===== src/rtl/regfile_mp_pkg.sv =====
// Shared definitions for the multi-ported register file.
// Holds the control-level constants (reset/enable polarity, zero word) and
// the FSM state encoding used by regfile_mp and its read-port sub-module.
package regfile_mp_pkg;

  // Control polarities and the cleared-entry value.
  localparam logic        RstEnable   = 1'b1;
  localparam logic        WriteEnable = 1'b1;
  localparam logic        ReadEnable  = 1'b1;
  localparam int unsigned ZeroWord    = 0;

  // Clear-sweep FSM encoding.
  typedef enum logic {
    StInit = 1'b0,
    StRun  = 1'b1
  } state_e;

endpackage


===== src/rtl/regfile_rd_port.sv =====
// One combinational read port of regfile_mp.
// Returns zero when disabled or addressing entry 0; otherwise forwards the
// data of any write port hitting the same address this cycle (highest index
// wins), falling back to the stored entry.
// Ports:
//   en_i       - read port enabled and file in RUN
//   raddr_i    - read address
//   we_i       - qualified write enables (RUN, nonzero address)
//   waddr_i    - packed write addresses, port k in slice k
//   wdata_i    - packed write data, port k in slice k
//   mem_data_i - stored entry at raddr_i
//   rdata_o    - read result
module regfile_rd_port
  import regfile_mp_pkg::*;
#(
  parameter int unsigned DATA_W = 32,
  parameter int unsigned ADDR_W = 5,
  parameter int unsigned NWR    = 2
) (
  input  logic                  en_i,
  input  logic [ADDR_W-1:0]     raddr_i,
  input  logic [NWR-1:0]        we_i,
  input  logic [NWR*ADDR_W-1:0] waddr_i,
  input  logic [NWR*DATA_W-1:0] wdata_i,
  input  logic [DATA_W-1:0]     mem_data_i,
  output logic [DATA_W-1:0]     rdata_o
);

  always_comb begin
    rdata_o = DATA_W'(ZeroWord);
    if (en_i && (raddr_i != '0)) begin
      rdata_o = mem_data_i;
      // Ascending loop so the highest-index matching write port wins.
      for (int k = 0; k < int'(NWR); k++) begin
        if (we_i[k] && (waddr_i[k*ADDR_W +: ADDR_W] == raddr_i)) begin
          rdata_o = wdata_i[k*DATA_W +: DATA_W];
        end
      end
    end
  end

endmodule


===== src/rtl/regfile_mp.sv =====
// Multi-ported register file with a post-reset clear sweep.
// After reset the FSM walks every entry writing zero, one per cycle, so the
// storage itself needs no reset. Entry 0 is hard-wired to read as zero.
// Ports:
//   clk         - clock, all state on rising edge
//   rst         - synchronous active-high reset, restarts the sweep
//   we          - per write port enable
//   waddr       - packed write addresses
//   wdata       - packed write data
//   re          - per read port enable
//   raddr       - packed read addresses
//   rdata       - packed combinational read data
//   init_busy   - clear sweep in progress
//   wr_conflict - one-cycle flag after a same-address double write
module regfile_mp
  import regfile_mp_pkg::*;
#(
  parameter int unsigned DATA_W = 32,
  parameter int unsigned DEPTH  = 32,
  parameter int unsigned ADDR_W = $clog2(DEPTH),
  parameter int unsigned NRD    = 2,
  parameter int unsigned NWR    = 2
) (
  input  logic                  clk,
  input  logic                  rst,
  input  logic [NWR-1:0]        we,
  input  logic [NWR*ADDR_W-1:0] waddr,
  input  logic [NWR*DATA_W-1:0] wdata,
  input  logic [NRD-1:0]        re,
  input  logic [NRD*ADDR_W-1:0] raddr,
  output logic [NRD*DATA_W-1:0] rdata,
  output logic                  init_busy,
  output logic                  wr_conflict
);

  state_e              state_q, state_d;
  logic [ADDR_W-1:0]   cnt_q, cnt_d;
  logic                wr_conflict_q, wr_conflict_d;
  logic [DATA_W-1:0]   mem_q [DEPTH];

  logic                run;
  logic                clear_en;
  logic [NWR-1:0]      we_eff;

  // A reset in RUN must gate reads and writes before the state register updates.
  assign run      = (state_q == StRun) && (rst != RstEnable);
  assign clear_en = (state_q == StInit) && (rst != RstEnable);

  // Sweep FSM next state.
  always_comb begin
    state_d = state_q;
    cnt_d   = cnt_q;
    if (rst == RstEnable) begin
      state_d = StInit;
      cnt_d   = '0;
    end else begin
      unique case (state_q)
        StInit: begin
          cnt_d = cnt_q + 1'b1;
          if (cnt_q == ADDR_W'(DEPTH - 1)) begin
            state_d = StRun;
            cnt_d   = '0;
          end
        end
        StRun: begin
          state_d = StRun;
        end
      endcase
    end
  end

  always_ff @(posedge clk) begin
    state_q       <= state_d;
    cnt_q         <= cnt_d;
    wr_conflict_q <= wr_conflict_d;
  end

  // Writes to address 0 are dropped so entry 0 keeps its cleared value.
  always_comb begin
    we_eff = '0;
    for (int k = 0; k < int'(NWR); k++) begin
      we_eff[k] = run && (we[k] == WriteEnable) && (waddr[k*ADDR_W +: ADDR_W] != '0);
    end
  end

  generate
    if (NWR >= 2) begin : g_conflict
      assign wr_conflict_d = we_eff[0] && we_eff[1] &&
                             (waddr[0 +: ADDR_W] == waddr[ADDR_W +: ADDR_W]);
    end else begin : g_no_conflict
      assign wr_conflict_d = 1'b0;
    end
  endgenerate

  // Storage: sweep clear and port writes are mutually exclusive by state.
  always_ff @(posedge clk) begin
    if (clear_en) begin
      mem_q[cnt_q] <= DATA_W'(ZeroWord);
    end
    // Later ports overwrite earlier ones, so port 1 wins a collision.
    for (int k = 0; k < int'(NWR); k++) begin
      if (we_eff[k]) begin
        mem_q[waddr[k*ADDR_W +: ADDR_W]] <= wdata[k*DATA_W +: DATA_W];
      end
    end
  end

  generate
    for (genvar j = 0; j < int'(NRD); j++) begin : g_rd
      logic [DATA_W-1:0] mem_rd;
      assign mem_rd = mem_q[raddr[j*ADDR_W +: ADDR_W]];

      regfile_rd_port #(
        .DATA_W (DATA_W),
        .ADDR_W (ADDR_W),
        .NWR    (NWR)
      ) u_rd_port (
        .en_i       (run && (re[j] == ReadEnable)),
        .raddr_i    (raddr[j*ADDR_W +: ADDR_W]),
        .we_i       (we_eff),
        .waddr_i    (waddr),
        .wdata_i    (wdata),
        .mem_data_i (mem_rd),
        .rdata_o    (rdata[j*DATA_W +: DATA_W])
      );
    end
  endgenerate

  assign init_busy   = (state_q == StInit) || (rst == RstEnable);
  assign wr_conflict = wr_conflict_q;

endmodule


===== config.mk =====
export PLATFORM = sky130hd
export DESIGN_NAME = regfile_mp
export DESIGN_NICKNAME = d
export VERILOG_FILES = /design/src/rtl/regfile_mp_pkg.sv /design/src/rtl/regfile_rd_port.sv /design/src/rtl/regfile_mp.sv
export SDC_FILE = /design/constraint.sdc
export NUM_CORES = 2
export LEC_CHECK = 0
export ABC_AREA = 1
export BUFFER_PORTS_ARGS = -buffer_cell sky130_fd_sc_hd__buf_4
export CORE_MARGIN = 4
export CORE_UTILIZATION = 50
export CTS_CLUSTER_SIZE = 28
export DETAILED_ROUTE_END_ITERATION = 8
export HOLD_SLACK_MARGIN = 0.06
export PLACE_DENSITY = 0.63
export SYNTH_ARGS = -nofsm -noshare
export SYNTH_HDL_FRONTEND = slang
export SYNTH_HIERARCHICAL = 1
export SYNTH_SLANG_ARGS = --single-unit

===== constraint.sdc =====
create_clock -name clk -period 2.9 [get_ports clk]
set_input_delay 0.145 -clock clk [delete_from_list [all_inputs] [get_ports clk]]
set_output_delay 0.145 -clock clk [all_outputs]
set_load 0.01 [all_outputs]

==> impl.org <==
** Outcome
- The flow ran to the end, and the final reports show no timing, DRC or antenna violations.

** Pwr
- Maximum ir drop on the vdd rail :: 0.473 mV
- Net switching is 26.7% of the power.
- Of the total power, registers draw 46.4%.
- Clk network pwr share :: 42.2%
- Part of the power in combinational logic :: between 10% and 20%
- Sw Pwr :: between 9 and 10 mW
- Internal :: 25.7 mW
- Total power divided by cell area :: about 470 nW/µm²
- Design Power :: 35.1 mW
- In this run the static leakage power is 29.9 nW.

** Detailed routing
- In the final routed layout, each cell accounts on average for 25.9 µm.
- The first routing iteration left 11,000 violations.
- ANT nets after route :: 0
- In the routed design, unresolved DRC markers number 0.
- WL met3 :: around 41 mm
- The first detailed-routing pass took 7 iterations.
- Routed vias/inst :: ~6.2
- For this block, the via count after detailed routing is 67,300.
- In the detailed route, the total length drawn on met2 is approximately 120 mm.
- Signal routing reaches up to met5.
- Total Wirelength :: 280 mm
- After detailed routing, the wire length on met1 is between 100 and 150 mm.

** Synth
- Mux cell area share after synthesis :: 0%
- Cell taking the most area after synthesis :: sky130_fd_sc_hd__edfxtp_1
- The share of synthesized area in the top cell type comes to 46.5%.
- Register area share after synthesis :: 46.7%
- Summing the areas of all xor and xnor instances in the mapped netlist gives less than 1% of the synthesized area.
- Synthesis handed over a netlist of 9,211 instances.
- Counting every net in the synthesized netlist gives 9,303.
- Mean post-synth cell area :: 7.18 µm²
- Post-synthesis compound-gate area fraction :: 7.59%
- Summing every instance area after synthesis gives 66,100 µm².
- Total of warnings raised by yosys :: 6
- The synthesized design contains slightly above 1,000 register bits.
- After synthesis, the largest family of logic cells by area is simple AND/OR/NAND/NOR gates.
- Of the total synthesized cell area, the portion taken by full adders, half adders and majority gates is 0.0378%.
- The number of different library cells used by synthesis comes to 31.
- Largest cells by area after synthesis :: sky130_fd_sc_hd__edfxtp_1 (46%), sky130_fd_sc_hd__nand2_1 (24%), sky130_fd_sc_hd__nand3_1 (12%)
- Basic-gate share of the synthesized area counting and, or, nand and nor cells :: 38.5%

** Clock tree
- Clock latency on the worst-skew pair, taken at its later pin, is between 0.7 and 0.8 ns.
- Clock slew seen by the registers of the worst setup and hold paths :: about 0.060 ns
- CTS tree :: done
- Clock tree synthesis inserted a total of 115 buffers.
- In this run the deepest clock path goes through 3 buffers.
- Number of clock sinks :: 1,031
- CTS Root Cell :: sky130_fd_sc_hd__clkbuf_16
- The H-tree was split into 3 levels.

** Placement
- OpenSTA, run right after detailed placement, puts the worst setup slack at 0.347 ns.
- Placed Instance Area :: between 60,000 and 70,000 µm²
- Input and output buffers added on the ports amount to 155.
- The congestion estimate from routability-driven global placement came to 0.958.
- Summed over all nets, the half-perimeter wirelength after detailed placement is approximately 160 mm.

** STA
- In this run the tightest slew margin relative to its limit is 13.6%.
- On the final layout, the worst clock skew is between 0.03 and 0.04 ns.
- Final setup violating endpoints :: 0
- Count of pins over their slew limit :: 0
- Least setup slack across all paths after layout :: between 0.04 and 0.05 ns
- For the pin with the worst max-slew slack, the measured transition is 1.29 ns.
- Final worst path period need :: ~2.9 ns
- The final-report hold violation count came to 0.
- Period utilization :: 98.4%
- Peak clock frequency supported by timing :: 351 MHz

** Final layout
- Finished Cell Area :: about 74,000 µm²
- The filler cells instantiated in the layout total ~12,000.
- In the final design database the tool counted 9,041 nets.
- In the final layout, the multi-input gates occupy ~31,000 µm².
- Sequential cell area :: 30,900 µm²
- Fraction of layout cells with a size suffix above 1 :: ~8.6%
- Relative to the synthesized area, the layout overhead comes to 12.5%.

** Global routing
- The initial antenna violation count is 6.
- Combined global-route utilization of all metal layers :: 39.6%
- The first global-routing pass estimated 407 mm of wire.
- Maximum number of pins on one net before global-route repair :: 84
- The via count of the first global-routing pass is 63,100.
- Global-route congestion overflow total :: 0

** Min path
- Worst hold path class :: in2reg
- Worst min-delay path endpoint :: mem_q[24][31]
- Counting instances, the worst hold path has a depth of 4.
- Launch point of the worst hold path :: wdata[63]

** Critical path
- For the worst setup path, the data required time is 2.76 ns.
- For the worst setup path, the data arrival time is 2.71 ns.
- Crit path launch type :: register
- The worst setup path is captured at a primary output.
- The worst register-to-register path ends at mem_q[6][6].
- The worst setup path is of the reg2out kind.
- Maximum fanout along the worst path :: 6
- Setup slack of the worst register-to-register path :: 0.26 ns
- Measured in cells, the most critical reg-to-reg path has a length of 6.
- Critical register-to-register path startpoint :: state_q

** Floorplanning
- The floorplan step defined a core boundary enclosing about 130,000 µm².
- The die covers 138,000 µm².
- Initial Utilization :: between 50 and 60%
- The die is 372 µm tall.
- Placement Rows :: 133
- The die is approximately 370 µm wide.
- I/O pin cnt :: 156

** Job
- Max-Cap Viols :: 0
## logic make-up (layout without fill, tap and decap cells)
family | after synthesis | after routing
AND/OR/NAND/NOR | 6084 | 6085
XOR/XNOR | 5 | 5
AO/OA/AOI/OAI | 1003 | 1003
other | 0 | 3
buffers and inverters | 1086 | 916
adder cells (fa/ha/maj) | 2 | 2
flip-flops | 1031 | 1031
## state kept, by name (all words and copies together), names as in the netlist
register,count
cnt_q,5
mem_q,1024
wr_conflict,1
state_q,1
## worst max path at each step
stage / startpoint / endpoint / slack [ns] / depth (start not counted)
4_1_cts: state_q / rdata[45] / 0.02 / 14
2_1_floorplan: state_q / mem_q[0][0] / 0.36 / 8
3_3_place_gp: state_q / rdata[5] / 0.41 / 12
6_report: state_q / rdata[45] / 0.05 / 15
5_1_grt: state_q / rdata[49] / -0.03 / 15
3_5_place_dp: state_q / rdata[11] / 0.35 / 12
## cell usage in the layout, fill, tap and decap left out, types with 18 or more instances in the layout
cell type and count:
sky130_fd_sc_hd__nand3_1 1609, sky130_fd_sc_hd__o21ai_0 714, sky130_fd_sc_hd__buf_12 154, sky130_fd_sc_hd__nand2_1 4120
sky130_fd_sc_hd__clkbuf_16 120, sky130_fd_sc_hd__nor2_4 37, sky130_fd_sc_hd__buf_4 307, sky130_fd_sc_hd__nand2_2 50
sky130_fd_sc_hd__clkinv_2 18, sky130_fd_sc_hd__o21ai_1 282, sky130_fd_sc_hd__edfxtp_1 1024, sky130_fd_sc_hd__clkinv_1 25
sky130_fd_sc_hd__nor2_1 160, sky130_fd_sc_hd__inv_1 171, sky130_fd_sc_hd__clkbuf_1 30, sky130_fd_sc_hd__nand4_1 66
sky130_fd_sc_hd__dlygate4sd3_1 37
## through the flow
| step | hold WS (ns) | setup TNS (ns) | cells | util [%] |
|---|---|---|---|---|
| 2_1_floorplan | 0.214 | 0 | 9211 | - |
| 3_3_place_gp | 0.340 | 0 | 10500 | 53.1 |
| 3_5_place_dp | 0.341 | 0 | 10500 | 53.1 |
| 4_1_cts | 0.0705 | 0 | 10800 | 56.4 |
| 5_1_grt | 0.108 | -0.148 | 10800 | 56.6 |
| 6_report | 0.103 | 0 | 10800 | 56.6 |
## Yosys cell counts
cell type and count:
sky130_fd_sc_hd__nand4_1 66, sky130_fd_sc_hd__dfxtp_1 7, sky130_fd_sc_hd__nor2_1 161, sky130_fd_sc_hd__a21oi_1 4, sky130_fd_sc_hd__a211oi_1 1, sky130_fd_sc_hd__inv_2 18
sky130_fd_sc_hd__xor2_1 3, sky130_fd_sc_hd__clkbuf_2 15, sky130_fd_sc_hd__buf_4 1, sky130_fd_sc_hd__nor4_1 1, sky130_fd_sc_hd__nand2_2 2, sky130_fd_sc_hd__nor3_1 6
sky130_fd_sc_hd__buf_1 81, sky130_fd_sc_hd__ha_1 2, sky130_fd_sc_hd__nand3_4 4, sky130_fd_sc_hd__nand3_1 1615, sky130_fd_sc_hd__clkbuf_1 448, sky130_fd_sc_hd__buf_2 323
sky130_fd_sc_hd__nand2_1 4169, sky130_fd_sc_hd__nor2_4 37, sky130_fd_sc_hd__nor2_2 11, sky130_fd_sc_hd__nor3_4 1, sky130_fd_sc_hd__nand2_4 1, sky130_fd_sc_hd__inv_1 176
sky130_fd_sc_hd__and2_1 1, sky130_fd_sc_hd__o21ai_1 284, sky130_fd_sc_hd__edfxtp_1 1024, sky130_fd_sc_hd__o21ai_0 714, sky130_fd_sc_hd__buf_6 24, sky130_fd_sc_hd__xnor2_1 2
sky130_fd_sc_hd__nand3_2 9
## cell type report
class                           instances  share of cell area (%)
Clock inverter                         63                   0.860
Tap cell                             1755                    2.95
Multi-Input combinational cell       7095                    41.4
Antenna cell                            3                  0.0101
Sequential cell                      1031                    41.5
Inverter                              194                    1.04
Clock buffer                          147                    4.09
Timing Repair Buffer                  512                    8.09
## metal layers
layer  GRT usage [%]  vias up
li1                -    30000
met1            50.7    31000
met2            59.8     5221
met3            11.5     1120
met4            22.7        6
met5           0.783        -
## what timing repair did
item	4_1_cts	5_1_grt
pin swaps	4	5
gates cloned	3	3
resized for setup	13	10
setup endpoints to repair	64	64
hold buffers	37	0
buffers inserted	13	11
hold endpoints to repair	123	0
## power groups by stage
stage,clock network [mW],registers (mW),logic (mW)
5_1_grt,15.5,16.3,4.17
3_3_place_gp,0,16.6,3.75
6_report,14.8,16.3,4.00
4_1_cts,14.8,16.3,3.82
3_5_place_dp,0,16.6,3.77
2_1_floorplan,0,16.6,2.14
## critical path: stages (launching register included)
cell	delay, ns
sky130_fd_sc_hd__dfxtp_4	0.39
sky130_fd_sc_hd__nand2_8	0.08
sky130_fd_sc_hd__nor2_4	0.15
sky130_fd_sc_hd__nand2_8	0.06
sky130_fd_sc_hd__inv_2	0.08
sky130_fd_sc_hd__nand2_2	0.07
sky130_fd_sc_hd__nor2_4	0.13
sky130_fd_sc_hd__buf_12	0.12
sky130_fd_sc_hd__nand3_4	0.10
sky130_fd_sc_hd__buf_12	0.19
sky130_fd_sc_hd__buf_12	0.14
sky130_fd_sc_hd__nand2_1	0.07
sky130_fd_sc_hd__nand3_1	0.08
sky130_fd_sc_hd__nand2_1	0.09
sky130_fd_sc_hd__inv_1	0.05
sky130_fd_sc_hd__buf_4	0.14
No activity file was read; power rests on OpenSTA's default activity.
